**config.mk**
```make
export PLATFORM = sky130hd
export DESIGN_NAME = cntr_seg_display
export DESIGN_NICKNAME = d
export VERILOG_FILES = /design/src/rtl/cntr_seg_pkg.sv /design/src/rtl/cntr_seg_display_seg7_decode.sv /design/src/rtl/cntr_seg_display.sv
export SDC_FILE = /design/constraint.sdc
export NUM_CORES = 1
export LEC_CHECK = 0
export BUFFER_PORTS_ARGS = -buffer_cell sky130_fd_sc_hd__buf_2
export CORE_MARGIN = 2
export CORE_UTILIZATION = 52
export CTS_CLUSTER_SIZE = 30
export DETAILED_ROUTE_END_ITERATION = 16
export GPL_ROUTABILITY_DRIVEN = 0
export PLACE_DENSITY = 0.78
export RECOVER_POWER = 25
export SLEW_MARGIN = 20
export SYNTH_ARGS = -nofsm -noshare
export SYNTH_HDL_FRONTEND = slang
export SYNTH_SLANG_ARGS = --single-unit
```
**constraint.sdc**
```tcl
create_clock -name clk -period 2 [get_ports clk]
set_clock_uncertainty 0.15 [all_clocks]
set_input_delay 0.5 -clock clk [delete_from_list [all_inputs] [get_ports clk]]
set_output_delay 0.5 -clock clk [all_outputs]
set_load 0.02 [all_outputs]
```
**src/rtl/cntr_seg_pkg.sv**
```systemverilog
// Shared definitions for the two-digit counter display.
// Contents: scan-state enum, blank/segment-code constants for the
// active-low {g,f,e,d,c,b,a} encoding, and anode enable patterns.
package cntr_seg_pkg;

    typedef enum logic [1:0] {
        DIG_ONES = 2'd0,
        GAP_T    = 2'd1,
        DIG_TENS = 2'd2,
        GAP_O    = 2'd3
    } scan_state_e;

    localparam logic [6:0] SEG_BLANK = 7'h7F;
    localparam logic [6:0] SEG_0     = 7'h40;
    localparam logic [6:0] SEG_1     = 7'h79;
    localparam logic [6:0] SEG_2     = 7'h24;
    localparam logic [6:0] SEG_3     = 7'h30;
    localparam logic [6:0] SEG_4     = 7'h19;
    localparam logic [6:0] SEG_5     = 7'h12;
    localparam logic [6:0] SEG_6     = 7'h02;
    localparam logic [6:0] SEG_7     = 7'h78;
    localparam logic [6:0] SEG_8     = 7'h00;
    localparam logic [6:0] SEG_9     = 7'h10;

    // Active-low anode patterns.
    localparam logic [1:0] AN_OFF  = 2'b11;
    localparam logic [1:0] AN_ONES = 2'b10;
    localparam logic [1:0] AN_TENS = 2'b01;

endpackage

```
**src/rtl/cntr_seg_display_seg7_decode.sv**
```systemverilog
// seg7_decode: combinational BCD digit to active-low seven-segment code.
// Ports:
//   digit_i  [3:0]  digit value; 10..15 are not digits and produce a blank
//   seg_o    [6:0]  {g,f,e,d,c,b,a}, active-low
module seg7_decode
    import cntr_seg_pkg::*;
(
    input  logic [3:0] digit_i,
    output logic [6:0] seg_o
);

    always_comb begin
        seg_o = SEG_BLANK;
        case (digit_i)
            4'd0:    seg_o = SEG_0;
            4'd1:    seg_o = SEG_1;
            4'd2:    seg_o = SEG_2;
            4'd3:    seg_o = SEG_3;
            4'd4:    seg_o = SEG_4;
            4'd5:    seg_o = SEG_5;
            4'd6:    seg_o = SEG_6;
            4'd7:    seg_o = SEG_7;
            4'd8:    seg_o = SEG_8;
            4'd9:    seg_o = SEG_9;
            default: seg_o = SEG_BLANK;
        endcase
    end

endmodule

```
**src/rtl/cntr_seg_display.sv**
```systemverilog
// cntr_seg_display: captures a 4-bit counter value, splits it into two BCD
// digits (00..15) and time-multiplexes them onto a two-digit common-anode
// seven-segment display, with a one-cycle blank gap between digits.
//
// Parameters:
//   REFRESH_DIV  cycles each digit is lit (>= 2)
//   CNT_W        captured value width (only 4 is meaningful)
// Ports:
//   clk          rising-edge clock
//   rst          asynchronous active-low reset
//   cnt_in       binary count from the upstream counter
//   cnt_valid    capture strobe, cnt_in latched on a clk edge while high
//   seg          segment drive {g,f,e,d,c,b,a}, active-low, registered
//   an           anode enables, active-low, an[0]=ones an[1]=tens, registered
//   dp           decimal point, active-low, registered
//   dbg_state_o  current scan state (debug visibility only)
//
// Optional build macro WRAP_DETECT_EN: adds a sticky flag, set when a
// capture loads 0 while the held value is 15; while set, dp is lit during
// the ones digit. Without the macro dp is constantly 1.
//
// Timing: outputs are registered from the current state and held value, so
// a capture at edge N is visible from edge N+1, and the first edge after
// reset release already presents the ones digit.
module cntr_seg_display
    import cntr_seg_pkg::*;
#(
    parameter int REFRESH_DIV = 50000,
    parameter int CNT_W       = 4
) (
    input  logic             clk,
    input  logic             rst,
    input  logic [CNT_W-1:0] cnt_in,
    input  logic             cnt_valid,
    output logic [6:0]       seg,
    output logic [1:0]       an,
    output logic             dp,
    output logic [1:0]       dbg_state_o
);

    localparam int CW = (REFRESH_DIV > 2) ? $clog2(REFRESH_DIV) : 1;
    localparam logic [CW-1:0] RCNT_LAST = CW'(REFRESH_DIV - 1);

    scan_state_e      state_q, state_d;
    logic [CW-1:0]    rcnt_q, rcnt_d;
    logic [CNT_W-1:0] cap_val_q, cap_val_d;
    logic [6:0]       seg_q, seg_d;
    logic [1:0]       an_q, an_d;
    logic             dp_q, dp_d;

    // BCD split of the held value.
    logic             tens;
    logic [3:0]       ones;
    logic [3:0]       digit_sel;
    logic [6:0]       digit_code;

    assign tens = (cap_val_q >= CNT_W'(10));
    assign ones = tens ? 4'(cap_val_q - CNT_W'(10)) : 4'(cap_val_q);

    // One shared decoder; the mux feeds whichever digit is being scanned.
    assign digit_sel = (state_q == DIG_TENS) ? {3'b000, tens} : ones;

    seg7_decode u_dec (
        .digit_i (digit_sel),
        .seg_o   (digit_code)
    );

    assign cap_val_d = cnt_valid ? cnt_in : cap_val_q;

`ifdef WRAP_DETECT_EN
    logic wrap_q, wrap_d;

    assign wrap_d = wrap_q
                  | (cnt_valid && (cnt_in == '0) && (cap_val_q == CNT_W'(15)));

    always_ff @(posedge clk or negedge rst) begin
        if (!rst) begin
            wrap_q <= 1'b0;
        end else begin
            wrap_q <= wrap_d;
        end
    end
`endif

    // State register, refresh count, capture and output registers.
    always_ff @(posedge clk or negedge rst) begin
        if (!rst) begin
            state_q   <= DIG_ONES;
            rcnt_q    <= '0;
            cap_val_q <= '0;
            seg_q     <= SEG_BLANK;
            an_q      <= AN_OFF;
            dp_q      <= 1'b1;
        end else begin
            state_q   <= state_d;
            rcnt_q    <= rcnt_d;
            cap_val_q <= cap_val_d;
            seg_q     <= seg_d;
            an_q      <= an_d;
            dp_q      <= dp_d;
        end
    end

    // Next-state logic. The refresh count only advances in DIG states and
    // is zero on entry to each DIG state.
    always_comb begin
        state_d = state_q;
        rcnt_d  = rcnt_q;
        case (state_q)
            DIG_ONES: begin
                if (rcnt_q == RCNT_LAST) begin
                    state_d = GAP_T;
                    rcnt_d  = '0;
                end else begin
                    rcnt_d  = rcnt_q + CW'(1);
                end
            end
            GAP_T: begin
                state_d = DIG_TENS;
                rcnt_d  = '0;
            end
            DIG_TENS: begin
                if (rcnt_q == RCNT_LAST) begin
                    state_d = GAP_O;
                    rcnt_d  = '0;
                end else begin
                    rcnt_d  = rcnt_q + CW'(1);
                end
            end
            GAP_O: begin
                state_d = DIG_ONES;
                rcnt_d  = '0;
            end
            default: begin
                state_d = DIG_ONES;
                rcnt_d  = '0;
            end
        endcase
    end

    // Output logic: value presented on the registered outputs next edge.
    always_comb begin
        seg_d = SEG_BLANK;
        an_d  = AN_OFF;
        dp_d  = 1'b1;
        case (state_q)
            DIG_ONES: begin
                seg_d = digit_code;
                an_d  = AN_ONES;
            end
            DIG_TENS: begin
                // Leading zero is suppressed by leaving the digit dark.
                if (tens) begin
                    seg_d = digit_code;
                    an_d  = AN_TENS;
                end
            end
            default: begin
                seg_d = SEG_BLANK;
                an_d  = AN_OFF;
            end
        endcase
`ifdef WRAP_DETECT_EN
        dp_d = !(wrap_q && (state_q == DIG_ONES));
`endif
    end

    assign seg         = seg_q;
    assign an          = an_q;
    assign dp          = dp_q;
    assign dbg_state_o = state_q;

endmodule

```
# == Yosys cells after proc, flatten, opt, wreduce, memory -nomap -nowiden ==
# Memory sizes are Yosys's and may differ from the RTL's.
# Index checks and enable logic that the tools add are counted.
# word_totals
mem_count,1
register_bits,31
out_inout_bits,12
wordCells,30
rom_bits,112
inputBits,7
# memory_table
name,words,width,read_ports,rd_clocked_by_memory_dff,wr,line_no,rtl
(no name shown),16,7,1,0,0,cntr_seg_display_seg7_decode.sv:14,case (digit_i)
# classes
mux,11
n_reduce_logical,4
add_sub_neg,2
eq_ne,6
magnitude_cmp,1
# ops
op,n
$pmux 16 s2,1
$add 16x1->16 const B,1
$eq 16x16->1 const B,1
$mux 16,1
$pmux 7 s2,1
$mux 4,2
$pmux 2 s4,1
$mux 7,1
$mux 2,3
$eq 2x2->1 const B,2
$ge 4x4->1 const B,1
$pmux 2 s2,1
$reduce_or 2->1,2
$sub 4x4->4 const B,1
$eq 2x1->1 const B,1
$logic_not 2->1,1
$ne 2x1->1 const B,1
$ne 2x2->1 const B,1
$reduce_and 2->1,1

# == Longest topological paths before layout ==
# An unclocked memory read counts as a cell.
# depth
word_depth,6
mapped_depth,7
ltp_nobuf,6

# == Hierarchy ==
# From an unflattened synthesis, not the netlist that was laid out.
# unflattened
cells_unflattened,172
area_unflattened_um2,1695.4
# by_module_without_submodules
mod,cells_each,seq_area_each_um2,area_per_inst_um2,instances
cntr_seg_display,141,787.0,1495.2,1
seg7_decode,31,0.0,200.2,1

# == Worst setup path before layout ==
# OpenSTA, ideal clock, no wires.
# synth_path
path_kind,register -> register
start,register state_q[0] (netlist: dbg_state_o[0])
end,register seg_q[4] (netlist: seg[4])
path_buffers,1
synth_period_minus_slack_ps,2034
path_slack_ps,-34
t_arrival_ps,1800
path_stages_with_launch,8
cell_sequence,dfrtp_1 inv_1 ha_1 buf_2 xnor2_1 a211oi_1 a22oi_1 or2_2
# synth_via
elab_chain_len,5
word_cells_on_any_way,6
cone_classes,eq/ne: 1; mux: 3; reduce/logical: 1; memory: 1
# synth_lines
element,line_no,rtl
"start, declared",cntr_seg_display.sv:44,"scan_state_e state_q, state_d;"
"start signal, assigned",cntr_seg_display.sv:95,state_q <= state_d;
$eq 2x2->1,"cntr_seg_display.sv:61, cntr_seg_display.sv:146",
$mux 4,cntr_seg_display.sv:61,"assign digit_sel = (state_q == DIG_TENS) ? {3'b000, tens} : ones;"
$mem_v2 16x7,--,
$mux 7,cntr_seg_display.sv:153,if (tens) begin
$pmux 7 s2 *,cntr_seg_display.sv:146,case (state_q)
named net seg_d[4],cntr_seg_display.sv:47,"logic [6:0] seg_q, seg_d;"
"end signal, assigned",cntr_seg_display.sv:98,seg_q <= seg_d;
"end, declared",cntr_seg_display.sv:47,
# Mark *: on every way through the listed nets, which the timed path passes. The rest lies on a longest branch.
# A chain may end at the register's enable or synchronous reset.

# == Worst setup path in the final report ==
# layout_path
start,register rcnt_q[13]
end,register rcnt_q[12]
# layout_via
elab_chain_len,3
# layout_lines
element,line_no,rtl
"start, declared",cntr_seg_display.sv:45,"logic [CW-1:0] rcnt_q, rcnt_d;"
"start signal, assigned",cntr_seg_display.sv:96,rcnt_q <= rcnt_d;
$eq 16x16->1,"cntr_seg_display.sv:111, cntr_seg_display.sv:123",
$mux 16,"cntr_seg_display.sv:111, cntr_seg_display.sv:123",
$pmux 16 s2,cntr_seg_display.sv:109,case (state_q)
named net rcnt_d[12],cntr_seg_display.sv:45,
# The timed path passes the listed nets, and every way through them passes these cells.

==> results by group <==
Route
  – Detail Route Antenna Nets: 0
  – Final WL: 3060 um
  – DR WL/cell: 12.8 um
  – Vias/cell: 5.41
  – Vias: 1293
  – Pre-antenna DRT Iters: 5
  – Initial DRC count: 55
  – DRC viols: 0

Power and ir drop
  – Combinational fraction of design power: between 10% and 20%
  – Pwr Density: 687 nW/um2
  – Overall power: 1.30 mW
  – Sw Share: 28.1%
  – Pleak: 0.855 nW
  – Max VDD drop: 0.000519 V
  – Clk pwr share: 29.1%
  – Sequential Power Share: a little over half
  – P_int: approximately 940 uW
  – NetSw: 366 uW

Cells and area
  – Share of cells above drive strength 1: 26.2%
  – Ant diodes: 0
  – Area delta synth->final: 13.6%
  – Post-route cell area: 1900 um2
  – Nets@finish: 208
  – Reg area: 790 um2
  – Multi-input gate area: 811 um2
  – Fin cells: approximately 240
  – Fill count: 271

Global route
  – GR Overflow Total: 0
  – Largest net degree at the start of global routing: 32
  – Met1 usage: about a quarter
  – First-pass GRT wire length: around 5200 um
  – Met2 Usage GRT: 31.2%
  – Vias in the first global route: about 1200
  – Most Crowded Layer GR: met2
  – Initial antenna violation count: 0
  – Met3 usage: 7.25%
  – Total track usage: 19.6%

Placement
  – Dpl cell area: 1820 um2
  – Post-placement cell count: 231
  – Input/output buffers: 17
  – HPWL after DPL: approximately 2300 um

Synthesis
  – Post-synthesis register bit count: 31
  – Top FF cell, synth: dfrtp_1
  – Most frequent cell after synthesis: nor2_1
  – Cell Area, Synth: 1670 um2
  – FFs w/ async S/R, synth: 100%
  – Syn_nets: 183
  – Post-synth EDFFs: 0
  – Unique masters post-synth: 47
  – Dominant cell type by area after synthesis: dfrtp_1
  – Synth Area per Inst: 9.88 um2
  – Syn. warnings: 0
  – Mapped Cells: roughly 170
  – Top cells by count, synth: nor2_1 (24), dfrtp_1 (22), xnor2_1 (14)
  – Sequential area share after synthesis: approximately 47%
  – Synth top area share: 33.0%
  – Ranking of synthesized cells by area: dfrtp_1 (33%), dfstp_2 (14%), xnor2_1 (7.3%)

Die
  – Die area: 3680 um2
  – Initial Util: a little over half
  – Chip Width: about 60 um
  – Placement Rows: 20
  – Die extent in y: roughly 61 um
  – Num ports: 19
  – Core area: 3050 um2

Setup path
  – Crit. End Element: flip-flop
  – WS Path Type: reg -> reg
  – Critical path data required time: 2.08 ns
  – Worst r2r src: rcnt_q[13]
  – Startpoint types: flip-flop
  – Max FO, Critical Path: 8
  – WP data arrival: 1.96 ns
  – Critical path launch point: rcnt_q[13]

Clock tree
  – Num CTS Buffers: 5
  – Clock-pin slew on the worst setup and hold paths: 0.10 ns
  – CTS root buf: clkbuf_4
  – H-tree levels: 2
  – Clock latency on the worst-skew pair: around 0.33 ns
  – CTS tree: done
  – Post-CTS Setup Bufs: 0
  – Clock sinks: 31
  – Clk buf depth: 2
  – Post-CTS Resized: 0
  – CTS Hold Bufs: 0

STA
  – Tmin final: 1.88 ns
  – Peak Freq: 532 MHz
  – Final hold violation count: 0
  – Final setup TNS: 0 ns
  – Setup Viol. Count Final: 0
  – Worst-Margin Slew: 0.649 ns
  – Max-slew violation count: 0
  – Max-slew headroom: between 50 and 60%
  – RSZ-0062 raised after global routing: false
  – Final period utilization: 94.0%

Flow run
  – Number of max-cap violations: 0

Outcome
  – Outcome: finished, final reports clean

Worst hold path
  – Hold Crit Class: in -> async
==> power groups by stage <==
| stage | combinational [mW] | sequential [mW] | clock [mW] |
|---|---|---|---|
| 6_report | 0.221 | 0.703 | 0.380 |
| 5_1_grt | 0.242 | 0.708 | 0.429 |
| 4_1_cts | 0.219 | 0.704 | 0.390 |
| 3_5_place_dp | 0.218 | 0.716 | 0 |
| 3_3_place_gp | 0.211 | 0.714 | 0 |
| 2_1_floorplan | 0.111 | 0.750 | 0 |
==> cells in the final DEF, fill, tap and decap left out, types with 2 or more instances in the layout <==
cell / instances
nand3_1: 8
nand4_1: 4
inv_1: 10
buf_2: 17
nor3_1: 5
a21oi_1: 2
clkbuf_4: 5
nor4_1: 3
xnor2_1: 14
a211oi_1: 2
buf_4: 8
nor2_1: 24
nor2b_1: 2
mux2_2: 2
dfrtp_1: 20
o21ai_0: 7
or3_1: 2
ha_1: 6
nand2_1: 12
o31ai_1: 2
dfrtp_2: 2
dfstp_2: 9
==> critical path, stage by stage, from the launching register on <==
cell and delay (ns):
dfrtp_1 0.43, or4_4 0.56, nor4_4 0.26, or3_1 0.16, buf_4 0.15, nor2_1 0.05
==> state kept, by name, indices dropped and copies added, names as in the netlist <==
| name | cells |
|---|---|
| cap_val_q | 4 |
| seg | 7 |
| dbg_state_o | 2 |
| rcnt_q | 16 |
| an | 2 |
==> stage by stage <==
| stage | utilization (%) | hold slack, ns | worst slack [ns] |
|---|---|---|---|
| CTS | 61.6 | 0.0472 | 0.0621 |
| global route | 62.2 | 0.0631 | 0.00122 |
| global placement | 59.7 | 0.319 | 0.119 |
| floorplan | - | 0.0544 | 0.0545 |
| finish | 62.2 | 0.0299 | 0.121 |
| detailed placement | 59.7 | 0.327 | 0.101 |
==> kinds of logic (layout without fill, tap and decap cells) <==
family | after synthesis | after routing | synth area share, %
AND/OR/NAND/NOR | 70 | 70 | 21.8
flip-flops | 31 | 31 | 47.1
AO/OA/AOI/OAI | 25 | 25 | 10.6
buffers and inverters | 17 | 43 | 5.24
XOR/XNOR | 15 | 15 | 7.87
adder cells (fa/ha/maj) | 7 | 7 | 5.24
multiplexers | 3 | 3 | 1.95
other | 1 | 1 | 0.225
==> routing by layer <==
| layer | vias up | part of all wire (%) | wire length, um |
|---|---|---|---|
| met1 | 608 | 44 | 1330 |
| li1 | 635 | - | - |
| met4 | 0 | 2.4 | 73 |
| met5 | - | 0 | 0 |
| met3 | 8 | 6.6 | 202 |
| met2 | 42 | 47 | 1450 |
==> cell type report <==
type,instances,area share [%]
clock buffers,7,2.90
clock inverters,1,0.264
inverters,10,1.98
multi-input cells,121,42.7
flip-flops and latches,31,41.6
well taps,44,2.90
repair buffers,25,7.65
==> worst paths after layout <==
check                                to  slack (ns)  depth (start not counted)
max                          rcnt_q[12]        0.12                          5
min                          rcnt_q[11]        0.03                          1
max reg2reg                  rcnt_q[12]        0.12                          5
min reg2reg                   rcnt_q[0]        0.34                          1
max in group asynchronous  cap_val_q[2]        1.21                          1
min in group clk           cap_val_q[1]        0.23                          3
(Power assumes the default switching activity.)
